$ cat config.mk
export PLATFORM = sky130hd
export DESIGN_NAME = act_res_packer
export DESIGN_NICKNAME = d
export VERILOG_FILES = /design/src/rtl/act_res_packer.sv
export SDC_FILE = /design/constraint.sdc
export NUM_CORES = 1
export LEC_CHECK = 0
export BUFFER_PORTS_ARGS = -buffer_cell sky130_fd_sc_hd__buf_4
export CAP_MARGIN = 20
export CORE_AREA = 3 3 231 233
export DETAILED_ROUTE_END_ITERATION = 12
export DIE_AREA = 0 0 234 236
export MAX_ROUTING_LAYER = met4
export PLACE_DENSITY = 0.79
export SYNTH_ARGS = -nofsm -noshare
export SYNTH_HDL_FRONTEND = slang
export SYNTH_SLANG_ARGS = --single-unit
$ cat constraint.sdc
create_clock -name aclk -period 6.2 [get_ports aclk]
set_clock_uncertainty 0.15 [all_clocks]
set_input_delay 0.93 -clock aclk [delete_from_list [all_inputs] [get_ports aclk]]
set_output_delay 0.93 -clock aclk [all_outputs]
set_load 0.02 [all_outputs]
$ cat src/rtl/act_res_packer.sv
// Narrows 32-bit activation results to 16 bits, packs four per 64-bit beat and
// streams beats out over AXIS through a FWFT FIFO. Optional macro: ACT_RES_PACKER_SAT_CNT_EN.
module act_res_packer #(
  parameter int INFO_ALONG_WIDTH = 2,
  parameter int FIFO_DEPTH       = 8,
  parameter int SIM_DELAY        = 1
) (
  input  logic                        aclk,
  input  logic                        aresetn,
  input  logic                        aclken,
  input  logic [1:0]                  act_calfmt,
  input  logic [31:0]                 act_cell_o_res,
  input  logic [INFO_ALONG_WIDTH-1:0] act_cell_o_info_along,
  input  logic                        act_cell_o_vld,
  output logic [63:0]                 m_axis_data,
  output logic [7:0]                  m_axis_keep,
  output logic                        m_axis_last,
  output logic                        m_axis_valid,
  input  logic                        m_axis_ready,
  output logic                        in_stall,
  output logic                        err_ovf,
  output logic [15:0]                 stat_sat_cnt
);

  localparam int PTR_W = $clog2(FIFO_DEPTH);
  localparam int CNT_W = PTR_W + 1;

  typedef enum logic [1:0] {
    FMT_INT16 = 2'b00,
    FMT_INT32 = 2'b01,
    FMT_FP32  = 2'b10,
    FMT_NONE  = 2'b11
  } calfmt_e;

  typedef struct packed {
    logic [63:0] data;
    logic [7:0]  keep;
    logic        last;
  } beat_t;

  // SIM_DELAY is kept for drop-in compatibility; registers here update without delay.
  if (FIFO_DEPTH < 4 || (FIFO_DEPTH & (FIFO_DEPTH - 1)) != 0 || SIM_DELAY < 0) begin : g_param_check
    $error("act_res_packer: FIFO_DEPTH must be a power of 2 >= 4 and SIM_DELAY >= 0");
  end

  if (INFO_ALONG_WIDTH > 1) begin : g_info_unused
    logic unused_info;
    assign unused_info = ^act_cell_o_info_along[INFO_ALONG_WIDTH-1:1];
  end

  calfmt_e fmt;
  logic    in_accept;

  assign fmt       = calfmt_e'(act_calfmt);
  assign in_accept = act_cell_o_vld && (fmt != FMT_NONE);

  // FP32 -> FP16 round-to-nearest-even. The 5-bit exponent rebias wraps mod 32,
  // which is exact inside the representable window [112, 142].
  logic        fp_sign;
  logic [7:0]  fp_exp;
  logic [22:0] fp_man;
  logic [4:0]  fp_exp_h;
  logic        fp_round_up;
  logic [15:0] fp_rounded;

  assign fp_sign     = act_cell_o_res[31];
  assign fp_exp      = act_cell_o_res[30:23];
  assign fp_man      = act_cell_o_res[22:0];
  assign fp_exp_h    = fp_exp[4:0] - 5'd16;
  assign fp_round_up = fp_man[12] & ((|fp_man[11:0]) | fp_man[13]);
  assign fp_rounded  = {1'b0, fp_exp_h, fp_man[22:13]} + 16'(fp_round_up);

  logic [15:0] cvt_val;
  logic        cvt_sat;

  // NOTE: every output of a combinational block gets a default first so no path infers a latch.
  always_comb begin
    cvt_val = '0;
    cvt_sat = 1'b0;
    case (fmt)
      FMT_INT16: cvt_val = act_cell_o_res[15:0];
      FMT_INT32: begin
        if ($signed(act_cell_o_res) > 32'sd32767) begin
          cvt_val = 16'h7FFF;
          cvt_sat = 1'b1;
        end else if ($signed(act_cell_o_res) < -32'sd32768) begin
          cvt_val = 16'h8000;
          cvt_sat = 1'b1;
        end else begin
          cvt_val = act_cell_o_res[15:0];
        end
      end
      FMT_FP32: begin
        if (fp_exp == 8'hFF && fp_man != '0) begin
          cvt_val = 16'h7E00;
        end else if (fp_exp == 8'hFF || fp_exp > 8'd142) begin
          cvt_val = {fp_sign, 15'h7BFF};
          cvt_sat = 1'b1;
        end else if (fp_exp < 8'd112) begin
          cvt_val = {fp_sign, 15'h0000};
        end else if (fp_rounded[14:10] == 5'h1F) begin
          cvt_val = {fp_sign, 15'h7BFF};
          cvt_sat = 1'b1;
        end else if (fp_rounded[14:10] == 5'h00) begin
          cvt_val = {fp_sign, 15'h0000};
        end else begin
          cvt_val = {fp_sign, fp_rounded[14:0]};
        end
      end
      default: ;
    endcase
  end

  logic        s1_vld;
  logic [15:0] s1_data;
  logic        s1_last;

  // NOTE: state is updated with non-blocking assignments so all registers sample pre-edge values.
  always_ff @(posedge aclk or negedge aresetn) begin
    if (!aresetn) begin
      s1_vld  <= 1'b0;
      s1_data <= '0;
      s1_last <= 1'b0;
    end else if (aclken) begin
      s1_vld <= in_accept;
      if (in_accept) begin
        s1_data <= cvt_val;
        s1_last <= act_cell_o_info_along[0];
      end
    end
  end

  logic [15:0] lane_q [4];
  logic [1:0]  lane_ptr;
  logic        pack_push;
  beat_t       pack_beat;

  assign pack_push = aclken && s1_vld && (lane_ptr == 2'd3 || s1_last);

  always_comb begin
    pack_beat      = '0;
    pack_beat.last = s1_last;
    for (int k = 0; k < 4; k++) begin
      if (2'(k) < lane_ptr) begin
        pack_beat.data[16*k +: 16] = lane_q[k];
        pack_beat.keep[2*k +: 2]   = 2'b11;
      end else if (2'(k) == lane_ptr) begin
        pack_beat.data[16*k +: 16] = s1_data;
        pack_beat.keep[2*k +: 2]   = 2'b11;
      end
    end
  end

  always_ff @(posedge aclk or negedge aresetn) begin
    if (!aresetn) begin
      lane_ptr <= '0;
      for (int k = 0; k < 4; k++) lane_q[k] <= '0;
    end else if (aclken && s1_vld) begin
      if (pack_push) begin
        lane_ptr <= '0;
      end else begin
        lane_q[lane_ptr] <= s1_data;
        lane_ptr         <= lane_ptr + 2'd1;
      end
    end
  end

  beat_t            fifo_mem [FIFO_DEPTH];
  beat_t            head;
  logic [PTR_W-1:0] wr_ptr;
  logic [PTR_W-1:0] rd_ptr;
  logic [CNT_W-1:0] count;
  logic             fifo_full;
  logic             pop;
  logic             wr_en;

  assign fifo_full = (count == CNT_W'(FIFO_DEPTH));
  assign pop       = m_axis_valid && m_axis_ready;
  assign wr_en     = pack_push && (!fifo_full || pop);

  // NOTE: the storage array has no reset; only pointers and count define what is valid.
  always_ff @(posedge aclk) begin
    if (wr_en) fifo_mem[wr_ptr] <= pack_beat;
  end

  always_ff @(posedge aclk or negedge aresetn) begin
    if (!aresetn) begin
      wr_ptr  <= '0;
      rd_ptr  <= '0;
      count   <= '0;
      err_ovf <= 1'b0;
    end else begin
      if (wr_en) wr_ptr <= wr_ptr + PTR_W'(1);
      if (pop)   rd_ptr <= rd_ptr + PTR_W'(1);
      case ({wr_en, pop})
        2'b10:   count <= count + CNT_W'(1);
        2'b01:   count <= count - CNT_W'(1);
        default: ;
      endcase
      if (pack_push && fifo_full && !pop) err_ovf <= 1'b1;
    end
  end

  assign head         = fifo_mem[rd_ptr];
  assign m_axis_valid = (count != '0);
  assign m_axis_data  = m_axis_valid ? head.data : '0;
  assign m_axis_keep  = m_axis_valid ? head.keep : '0;
  assign m_axis_last  = m_axis_valid ? head.last : 1'b0;
  assign in_stall     = (count >= CNT_W'(FIFO_DEPTH - 2));

`ifdef ACT_RES_PACKER_SAT_CNT_EN
  logic [15:0] sat_cnt_q;

  always_ff @(posedge aclk or negedge aresetn) begin
    if (!aresetn) begin
      sat_cnt_q <= '0;
    end else if (aclken && in_accept && cvt_sat && sat_cnt_q != 16'hFFFF) begin
      sat_cnt_q <= sat_cnt_q + 16'd1;
    end
  end

  assign stat_sat_cnt = sat_cnt_q;
`else
  logic unused_sat;
  assign unused_sat   = cvt_sat;
  assign stat_sat_cnt = '0;
`endif

endmodule

Yosys cells after proc, flatten, opt, wreduce, memory -nomap -nowiden
Memory sizes are Yosys's and may differ from the RTL's.
Cells that the tools add are included.
{"block": "word_totals", "ff_bits": 95, "ram_bits": 584, "input_bits": 41, "out_inout_bits": 92, "word_cells": 104, "memories": 1}
{"block": "op_classes", "add_sub_neg": 7, "magnitude_cmp": 11, "n_eq_ne": 12, "n_mux": 34, "bitwise_logic": 4, "reduce_logical": 23}
{"memory": "fifo_mem", "words": 8, "word_bits": 73, "rd": 1, "rd_ports_with_merged_regs": 0, "write_ports": 1, "line_no": "168", "rtl": "beat_t fifo_mem [FIFO_DEPTH];"}
{"cell": "$mux 16", "count": 12}
{"cell": "$bwmux 64", "count": 1}
{"cell": "$mux 64", "count": 1}
{"cell": "$mux 15", "count": 4}
{"cell": "$pmux 16 s3", "count": 1}
{"cell": "$demux 16 s2", "count": 1}
{"cell": "$gt 32x16->1 const B", "count": 1}
{"cell": "$lt 32x16->1 const B", "count": 1}
{"cell": "$reduce_bool 23->1", "count": 1}
{"cell": "$mux 2", "count": 9}
{"cell": "$add 15x1->15", "count": 1}
{"cell": "$reduce_or 12->1", "count": 1}
{"cell": "$logic_and 1x1->1", "count": 9}
{"cell": "$eq 8x8->1 const B", "count": 1}
{"cell": "$gt 8x8->1 const B", "count": 1}
{"cell": "$lt 8x7->1 const B", "count": 1}
{"cell": "$mux 8", "count": 1}
{"cell": "$pmux 4 s2", "count": 1}
{"cell": "$add 3x1->3 const B", "count": 2}
{"cell": "$eq 2x2->1 const B", "count": 3}
{"cell": "$eq 5x5->1 const B", "count": 1}
{"cell": "$logic_not 5->1", "count": 1}
{"cell": "$sub 5x5->5 const B", "count": 1}
{"cell": "$add 4x1->4 const B", "count": 1}
{"cell": "23 further kinds", "count": 34}

Longest topological paths before layout
Gate-level depths: netlist of the first run.
{"block": "logic_depth", "depth_word": 11, "ltp_mapped": 12, "mapped_depth_nobuf": 11}

Least setup slack after synthesis of the first run
Ideal clock, no wire load.
{"block": "synth_path", "kind": "input to register", "from": "input aclken", "to": "memory fifo_mem[0][0] (netlist bit), enable pin", "setup_ns": 0.578, "arrival_time_ns": 6.166, "required_ns": 5.472, "setup_slack_ns": -0.694, "cell_stages": 5, "n_path_buf": 0, "path_cell_list": "nand2_1 -> nor2_1 -> nand2_1 -> or2_2 -> nor3_1"}
{"block": "synth_via", "elab_chain_len": 5}
{"item": "from (decl)", "line_no": "10", "rtl": "input logic aclken,"}
{"item": "$logic_and 1x1->1 (2 in series)", "line_no": "138", "rtl": "assign pack_push = aclken && s1_vld && (lane_ptr == 2'd3 || s1_last);"}
{"item": "$logic_and 1x1->1", "line_no": "179", "rtl": "assign wr_en = pack_push && (!fifo_full || pop);"}
{"item": "$mux 1", "line_no": "183", "rtl": "if (wr_en) fifo_mem[wr_ptr] <= pack_beat;"}
{"item": "$mux 1 (not written as such)", "line_no": "183"}
{"item": "to (decl)", "line_no": "168"}
Every way passes these cells.

Worst setup path after layout of the first run
{"block": "layout_path", "from": "register rd_ptr[0]", "to": "output m_axis_data[8]"}
{"block": "layout_via", "elab_chain_len": 2}
{"item": "from (decl)", "line_no": "171", "rtl": "logic [PTR_W-1:0] rd_ptr;"}
{"item": "from (signal assigned)", "line_no": "194", "rtl": "if (pop) rd_ptr <= rd_ptr + PTR_W'(1);"}
{"item": "$mem_v2 8x73"}
{"item": "$mux 64", "line_no": "206", "rtl": "assign m_axis_data = m_axis_valid ? head.data : '0;"}
{"item": "to (decl)", "line_no": "15", "rtl": "output logic [63:0] m_axis_data,"}
Every way passes these cells.

==> flow_summary_export.csv, run 1 <==
group,metric,value,unit
finish,post-route-util,0.569,
drt,top_layer,"met4",
placement,finalWeightedCongestion,0.914,
sta,fmax,227,MHz
clock_tree,ctsResizeCount,0,
grt,grt_usage,0.205,
floorplan,io_pins,133,
clock_tree,clk_latency,0.63,ns
logic_synthesis,ys_ff_latch,623,
logic_synthesis,post-synth-top-count-cell,"edfxtp_1",
sta,period_needed,4.41,ns
placement,dp_hpwl,31.2,mm
sta,setup_tns,0,ns
placement,io_buffers,115,
drt,antenna_left,0,
power_and_ir_drop,irDropWorstVdd,324,uV
critical_path,reg2reg_depth,7,
grt,antenna_found_initial,2,
sta,rsz0062_at_grt,"false",
finish,fill_cells,3759,
power_and_ir_drop,power_per_cell_area,461,nW/um^2
drt,wl_met3,3.82,mm
logic_synthesis,synth_edf_count,544,
floorplan,die_w,234,microns
drt,vias,13100,
logic_synthesis,synth_top_cell_area_share,0.638,
clock_tree,hold_buffers,0,
critical_path,cp.required,5.12,ns
floorplan,rows,83,
grt,grt_start_max_net_pins,80,
logic_synthesis,synth_area_leaders,"edfxtp_1 (64%), mux4_2 (12%), dfrtp_1 (7.7%), mux2_2 (3.0%), mux2i_1 (2.7%)",
clock_tree,htree_levels,2,
floorplan,floorplan.die_area,55200,sq um
sta,hold_viol_final,0,
critical_path,path_max_fanout,53,
drt,wl_met2,27.3,mm
finish,syn2layout_area_growth,14.3,%
drt,wl_per_cell,24.2,microns
critical_path,path_class,"register to output pin",
critical_path,cp_cell_sequence,"buf_12 > mux4_2 > mux2i_1 > nor2_1 > buf_4",
run_status,status,"finished clean",
critical_path,max_stage_delay,1.03,ns
logic_synthesis,post-synth-top-area-cell,"edfxtp_1",
drt,wirelength,54.1,mm
placement,place_inst,2127,
critical_path,regToRegSetupSlack,2.80,ns
logic_synthesis,synth_commonest_cells,"edfxtp_1 (544), mux4_2 (136), nor2_1 (91)",
drt,drc,0,
clock_tree,cts_setup_buffers,0,
grt,grt_pass1_wl,82.7,mm
logic_synthesis,synth_warnings,0,
drt,drt-initial-drc-count,1263,
finish,layout-drive-gt1-share,0.302,
finish,layoutNonFillerInstCount,2239,
sta,relSlewSlack,0.248,
floorplan,core,51400,sq um
critical_path,rr_startpoint,"lane_ptr[1]",
clock_tree,cts_buffer_depth,3,
clock_tree,cts_buffers,57,
sta,finalCritPeriodShare,0.712,
job,drv_cap,0,
clock_tree,cts.clk_slew.worst_paths,0.06,ns
sta,maxSlewViolCount,0,
power_and_ir_drop,leakagePower,10.3,nW
logic_synthesis,synth_ff_type,"edfxtp_1",
floorplan,initial_core_util,0.498,
critical_path,rr_endpoint,"fifo_mem[6][53]",
critical_path,worstSetupEndpointType,"output pin",
grt,grt_pass1_vias,13600,
logic_synthesis,yosysUniqueCellTypes,62,
clock_tree,cts_sinks,623,
logic_synthesis,syn_avg_cell_area,18.4,sq um
critical_path,crit_slowest_cell,"dfrtp_4",
logic_synthesis,ys_async_sr_fraction,0.127,
min_path,hold_class,"primary input to asynchronous set/reset pin",
grt,overflow,0,
clock_tree,cts_root_buffer,"clkbuf_16",
sta,setup_viol,0,
drt,viasPerCell,5.85,
logic_synthesis,synth_area,25600,sq um
sta,tightestPinTransition,1.13,ns
logic_synthesis,seq_area_frac_synth,0.715,
drt,drt_pass1_iterations,5,
critical_path,startpoint_type,"register",
critical_path,worst-endpoint-arrival,3.33,ns
drt,wl_met1,21.8,mm
floorplan,die_h,236,microns
clock_tree,cts_tree,"yes",
logic_synthesis,postSynthCellCount,1390,
finish,nets,1562,
how the worst max path moves through the flow:
stage / startpoint / to / slack, ns
2_1_floorplan: aclken / fifo_mem[2][0] / 1.14
3_3_place_gp: lane_ptr[1] / fifo_mem[6][51] / 2.31
3_5_place_dp: lane_ptr[1] / fifo_mem[3][69] / 2.23
4_1_cts: rd_ptr[0] / m_axis_data[59] / 1.62
5_1_grt: rd_ptr[0] / m_axis_data[8] / 1.51
6_report: rd_ptr[0] / m_axis_data[8] / 1.79
stage by stage:
stage	hold WS (ns)	power [mW]	cell area, sq um	setup WS (ns)
3_5_place_dp	0.342	9.96	27200	2.23
2_1_floorplan	0.325	8.40	25700	1.14
6_report	0.328	13.5	29300	1.79
4_1_cts	0.334	13.6	29200	1.62
3_3_place_gp	0.319	9.84	27200	2.31
5_1_grt	0.373	14.1	29300	1.51
layout make-up:
| class | count | area (sq um) | share of cell area |
|---|---|---|---|
| Antenna cell | 1 | 2.50 | 0.0000855 |
| Clock buffer | 70 | 1550 | 0.0529 |
| Clock inverter | 38 | 448 | 0.0153 |
| Inverter | 14 | 52.6 | 0.00180 |
| Multi-Input combinational cell | 674 | 6880 | 0.235 |
| Sequential cell | 623 | 18300 | 0.626 |
| Tap cell | 680 | 851 | 0.0291 |
| Timing Repair Buffer | 139 | 1150 | 0.0393 |
registers in the layout, indices dropped and copies added (netlist names):
register / cells
s1_data: 16
fifo_mem: 544
s1_last: 1
lane_q: 48
err_ovf: 1
count: 4
wr_ptr: 3
rd_ptr: 3
s1_vld: 1
lane_ptr: 2
power breakdown:
group | switching, mW | leakage, nW | total, mW | internal, mW
sequential | 0.482 | 6.07 | 5.60 | 5.12
clock | 1.53 | 0.972 | 3.66 | 2.13
combinational | 2.27 | 3.26 | 4.22 | 1.95
cells in the final DEF, fill, tap and decap left out, types with 5 or more instances in the layout:
master	count
o21ai_0	39
a221o_1	11
xor2_1	8
nor2_4	6
dfrtp_1	76
ha_1	11
mux2_2	68
buf_4	129
nand2_1	84
bufinv_16	8
clkinv_2	15
xnor2_1	12
mux2i_1	69
and2_1	17
edfxtp_1	544
clkbuf_1	8
nor2_1	85
nand4_1	6
buf_12	7
conb_1	16
clkinv_1	5
clkinvlp_4	6
a21oi_1	19
nor2b_1	6
mux4_2	136
inv_1	14
o31ai_1	12
a22o_1	5
nand3_1	5
nor4_1	8
clkbuf_16	59
layer usage:
layer / track usage / vias up
li1: - / 5709
met1: 0.274 / 6815
met2: 0.326 / 493
met3: 0.0413 / 89
met4: 0.0553 / 0
met5: - / -
critical path, delay by kind of cell, from the launching register on:
family                 cells  cell delay [ns]
buffers and inverters      2             0.67
AND/OR/NAND/NOR            1             0.08
flip-flops                 1             1.03
multiplexers               2             0.88
logic make-up after synthesis:
| family | after synthesis | synth area share |
|---|---|---|
| AOI/OAI and AO/OA | 104 | 0.0274 |
| xor gates and xnor gates | 21 | 0.00748 |
| adders and majority gates | 12 | 0.00616 |
| buffers and inverters | 108 | 0.0210 |
| DFF | 623 | 0.715 |
| muxes | 273 | 0.177 |
| other | 1 | 0.000146 |
| and+or+nand+nor | 248 | 0.0461 |
No activity file was read; power rests on OpenSTA's default activity.
==> inputs of run 2 (changes only) <==
- PLACE_DENSITY: 0.79 -> 0.77
- clock period: 6.2 -> 4.45 ns (I/O delays scaled with it)
==> run 2 against run 1 <==
Power up 39%. Hold slack worse by 0.18 ns. Cell count up 0.27%. Sequential share of layout area down 0.059 points. Core utilization up 0.054 points. Global-route usage down 0.19 points. Non-clock buffer count up 4.
==> flow_summary_export.csv, run 2 (synthesized netlist as in run 1, its figures left out) <==
group,metric,value,unit
drt,drc,0,
clock_tree,hold_buffers,1,
finish,nets,1568,
critical_path,path_class,"register to output pin",
finish,layout_common_cells,"edfxtp_1 (544), mux4_2 (136), buf_4 (133)",
clock_tree,clk_latency,0.62,ns
floorplan,die_h,236,microns
clock_tree,cts_sinks,623,
sta,fmax,275,MHz
finish,largest_reg_flops,544,
floorplan,io_pins,133,
sta,maxSlewViolCount,0,
drt,drt_pass1_iterations,5,
power_and_ir_drop,power_per_cell_area,639,nW/um^2
finish,post-route-util,0.570,
critical_path,path_max_fanout,33,
clock_tree,htree_levels,2,
sta,finalWorstSetupSlack,0.809,ns
critical_path,worst-endpoint-arrival,2.82,ns
placement,place_inst,2133,
floorplan,core,51400,sq um
finish,n_antenna_cell,0,
sta,period_needed,3.64,ns
sta,whs,0.146,ns
drt,viasPerCell,5.87,
clock_tree,ctsResizeCount,0,
clock_tree,cts_root_buffer,"clkbuf_16",
sta,setup_tns,0,ns
finish,reg_top3,"fifo_mem (544), lane_q (48), s1_data (16)",
critical_path,startpoint_type,"register",
min_path,hold_class,"primary input to register",
clock_tree,cts.clk_slew.worst_paths,0.06,ns
drt,drt-initial-drc-count,1141,
finish,multi_input_area,6880,sq um
run_status,status,"finished clean",
sta,finalCritPeriodShare,0.818,
power_and_ir_drop,power,18.7,mW
placement,finalWeightedCongestion,0.902,
finish,layoutNonFillerInstCount,2245,
grt,grt_pass1_wl,81.9,mm
finish,layout_commonest_cell,"edfxtp_1",
power_and_ir_drop,irDropWorstVdd,333,uV
placement,io_buffers,115,
sta,rsz0062_at_grt,"false",
critical_path,regToRegSetupSlack,1.29,ns
finish,syn2layout_area_growth,14.4,%
finish,fill_cells,3753,
placement,post-place-ws,1.31,ns
clock_tree,cts_tree,"yes",
floorplan,die_w,234,microns
sta,hold_viol_final,0,
floorplan,floorplan.die_area,55200,sq um
finish,final_area,29300,sq um
placement,dp_hpwl,30.2,mm
grt,grt_start_max_net_pins,71,
sta,setup_viol,0,
clock_tree,cts_buffer_depth,3,
placement,dpl_cell_area,27300,sq um
drt,vias,13200,
grt,grt_pass1_vias,13500,
power_and_ir_drop,leakagePower,10.3,nW
clock_tree,cts_setup_buffers,0,
finish,register_area,18300,sq um
grt,grt_usage,0.203,
grt,overflow,0,
job,drv_cap,0,
drt,antenna_left,0,
grt,antenna_found_initial,1,
sta,tightestPinTransition,1.11,ns
sta,relSlewSlack,0.253,
drt,wl_per_cell,23.8,microns
critical_path,cp.required,3.63,ns
clock_tree,cts_buffers,59,
finish,layout-drive-gt1-share,0.298,
drt,wirelength,53.5,mm
finish,largest-register,"fifo_mem",
floorplan,initial_core_util,0.498,
floorplan,rows,83,
critical_path,worstSetupEndpointType,"output pin",
[run 2: changes by cell type in the layout (fill, tap and decap cells not counted), sizes merged]
cell,before,now
clkinv,20,23
clkbuf,72,73
diode,1,0
dlygate4sd3,0,1
buf,137,142
inv,18,15
[run 2: power breakdown]
| part | internal (mW) | total [mW] | switching (mW) |
|---|---|---|---|
| Combinational | 2.73 | 6.02 | 3.29 |
| Clock | 2.98 | 5.06 | 2.08 |
| Sequential | 7.14 | 7.64 | 0.502 |
[run 2: critical path: stages, from the launching register on]
cell	delay, ns
dfrtp_4	0.74
buf_4	0.53
mux4_2	0.38
mux2i_1	0.30
nor2_1	0.07
buf_4	0.19
[run 2: layer usage]
metal | vias to the layer above | part of all wire | track usage
met5 | - | 0 | -
met4 | 0 | 0.024 | 0.0575
met3 | 79 | 0.064 | 0.0296
met2 | 495 | 0.50 | 0.321
met1 | 6899 | 0.41 | 0.280
li1 | 5712 | - | -
[run 2: layout make-up]
cell class              count  area share
flip-flops and latches    623       0.626
clock inverters            38      0.0139
clock buffers              73      0.0540
inverters                  14     0.00179
repair buffers            143      0.0406
multi-input cells         674       0.235
well taps                 680      0.0290
[run 2: final timing paths]
check	startpoint	end	depth (start not counted)
setup / recovery	rd_ptr[1]	m_axis_data[17]	5
hold / removal	aclken	s1_vld	2
setup reg to reg	lane_ptr[0]	fifo_mem[5][41]	8
hold reg to reg	err_ovf	err_ovf	2
max in group asynchronous	aresetn	rd_ptr[1]	3
min in group asynchronous	aresetn	err_ovf	2
==> inputs of run 3 (changes only) <==
- PLACE_DENSITY: 0.77 -> 0.79
- clock period: 4.45 -> 2.96 ns (I/O delays scaled with it)
==> run 3 against run 2 <==
The run now ends with negative setup slack left. Die area unchanged. Cell area increased by 4.2%. Clock power increased by 43%. Critical endpoint is now m_axis_data[15]. Highest routed layer unchanged.
==> flow_summary_export.csv, run 3 (synthesized netlist as in run 1, its figures left out) <==
group,metric,value,unit
run_status,status,"finished, violations left",
run_status,violations,"negative setup slack",
critical_path,worstSetupEndpointType,"output pin",
grt,grt_pass1_vias,14000,
finish,nets,1632,
drt,wl_per_cell,25.4,microns
clock_tree,cts.clk_slew.worst_paths,0.06,ns
floorplan,floorplan.die_area,55200,sq um
sta,setup_tns,-3.51,ns
critical_path,path_class,"register to output pin",
grt,antenna_found_initial,0,
clock_tree,cts_buffers,57,
drt,vias,13600,
drt,viasPerCell,5.87,
drt,antenna_left,0,
critical_path,cp.required,2.37,ns
power_and_ir_drop,power_frac_seq,0.380,
placement,dp_hpwl,32.3,mm
sta,period_needed,3.08,ns
floorplan,core,51400,sq um
power_and_ir_drop,clockPowerShare,0.244,
clock_tree,cts_buffer_depth,3,
sta,finalWorstSetupSlack,-0.122,ns
finish,largest_reg_flops,544,
critical_path,regToRegSetupSlack,0.26,ns
min_path,hold_class,"primary input to register",
placement,io_buffers,115,
critical_path,rr_startpoint,"lane_ptr[1]",
sta,finalCritPeriodShare,1.04,
placement,dpl_cell_area,27800,sq um
finish,register_area,18300,sq um
sta,setup_viol,67,
floorplan,io_pins,133,
floorplan,die_w,234,microns
finish,syn2layout_area_growth,19.1,%
clock_tree,clk_latency,0.64,ns
finish,multi_input_area,7170,sq um
power_and_ir_drop,sw_frac_of_total,0.321,
grt,overflow,0,
critical_path,worst-endpoint-arrival,2.49,ns
clock_tree,cts_tree,"yes",
drt,drt-initial-drc-count,1188,
clock_tree,cts_sinks,623,
sta,rsz0062_at_grt,"true",
floorplan,initial_core_util,0.498,
floorplan,die_h,236,microns
grt,grt_usage,0.215,
critical_path,path_max_fanout,6,
min_path,hold_depth,3,
grt,grt_pass1_wl,86.1,mm
sta,relSlewSlack,0.210,
drt,wirelength,58.7,mm
sta,tightestPinTransition,1.17,ns
finish,final_area,30500,sq um
sta,whs,0.0186,ns
power_and_ir_drop,power_per_cell_area,975,nW/um^2
clock_tree,cts_root_buffer,"clkbuf_16",
sta,hold_viol_final,0,
finish,layout_common_cells,"edfxtp_1 (544), buf_4 (159), mux4_2 (136)",
placement,post-place-ws,0.199,ns
finish,reg_top3,"fifo_mem (544), lane_q (48), s1_data (16)",
power_and_ir_drop,irDropWorstVdd,595,uV
placement,finalWeightedCongestion,0.878,
finish,layout-drive-gt1-share,0.349,
floorplan,rows,83,
finish,layout_commonest_cell,"edfxtp_1",
finish,largest-register,"fifo_mem",
critical_path,reg2reg_depth,4,
finish,fill_cells,3568,
finish,n_antenna_cell,0,
power_and_ir_drop,combPwrFrac,0.376,
drt,drt_pass1_iterations,5,
power_and_ir_drop,power.switching,9.56,mW
job,drv_cap,0,
sta,maxSlewViolCount,0,
power_and_ir_drop,leakagePower,10.8,nW
sta,fmax,325,MHz
critical_path,startpoint_type,"register",
grt,grt_start_max_net_pins,71,
power_and_ir_drop,power.internal,20.2,mW
min_path,holdPathEnd,"err_ovf",
clock_tree,htree_levels,2,
critical_path,rr_endpoint,"fifo_mem[5][30]",
drt,drc,0,
min_path,worstHoldStart,"m_axis_ready",
run 3: cell count changes in the layout (fill, tap and decap cells not counted), sizes merged:
cell,before,now
buf,142,197
bufinv,8,1
clkbuf,73,99
clkinv,23,15
clkinvlp,6,0
dlygate4sd3,1,3
inv,15,16
run 3: cell type report:
type | instances | area share
sequential | 623 | 0.601
multi-input combinational | 674 | 0.235
timing repair buffer | 209 | 0.0733
clock buffer | 90 | 0.0561
tap | 680 | 0.0279
clock inverter | 18 | 0.00541
inverter | 14 | 0.00172
run 3: worst max path at each step:
stage | endpoint | from | slack (ns) | cells past startpoint
final | m_axis_data[15] | rd_ptr[0] | -0.12 | 6
after global routing | m_axis_data[17] | rd_ptr[0] | -0.19 | 6
after CTS | m_axis_data[42] | rd_ptr[0] | -0.14 | 6
after detailed placement | s1_data[5] | act_cell_o_res[13] | 0.20 | 9
after global placement | s1_data[7] | act_cell_o_res[13] | 0.23 | 9
after floorplan | fifo_mem[0][0] | lane_ptr[1] | -0.57 | 7
run 3: critical path: stages, from the launching register on:
cell and delay (ns):
dfrtp_4 0.48, clkbuf_16 0.22, buf_16 0.15, mux4_2 0.54
mux2i_4 0.23, nor2_1 0.07, buf_4 0.17
run 3: timing repair:
| item | in CTS | in global routing |
|---|---|---|
| pin swaps | 0 | 12 |
| resized for setup | 56 | 17 |
| endpoints found under the setup margin | 74 | 73 |
| hold buffers | 3 | 0 |
| endpoints found under the hold margin | 54 | 0 |
| cloned | 7 | 9 |
| setup buffers | 3 | 2 |
run 3: stage by stage:
step | power (mW) | utilization | cells
after global routing | 30.9 | 0.593 | 2308
after CTS | 29.3 | 0.587 | 2296
after detailed placement | 21.2 | 0.541 | 2175
after global placement | 20.9 | 0.541 | 2175
final | 29.7 | 0.593 | 2308
after floorplan | 17.6 | - | 1405
run 3: layer usage:
layer  share of wire  GRT usage  wire [microns]
met5               0          -               0
met2            0.51      0.349           30200
met3           0.061     0.0366            3580
met4           0.025     0.0579            1450
met1            0.40      0.284           23500
run 3: power by group through the flow:
stage	clock, mW	combinational [mW]	sequential, mW
after floorplan	0	6.47	11.2
after global placement	0	9.54	11.4
after detailed placement	0	9.72	11.4
after CTS	7.30	10.8	11.3
after global routing	7.69	11.9	11.4
final	7.24	11.2	11.3
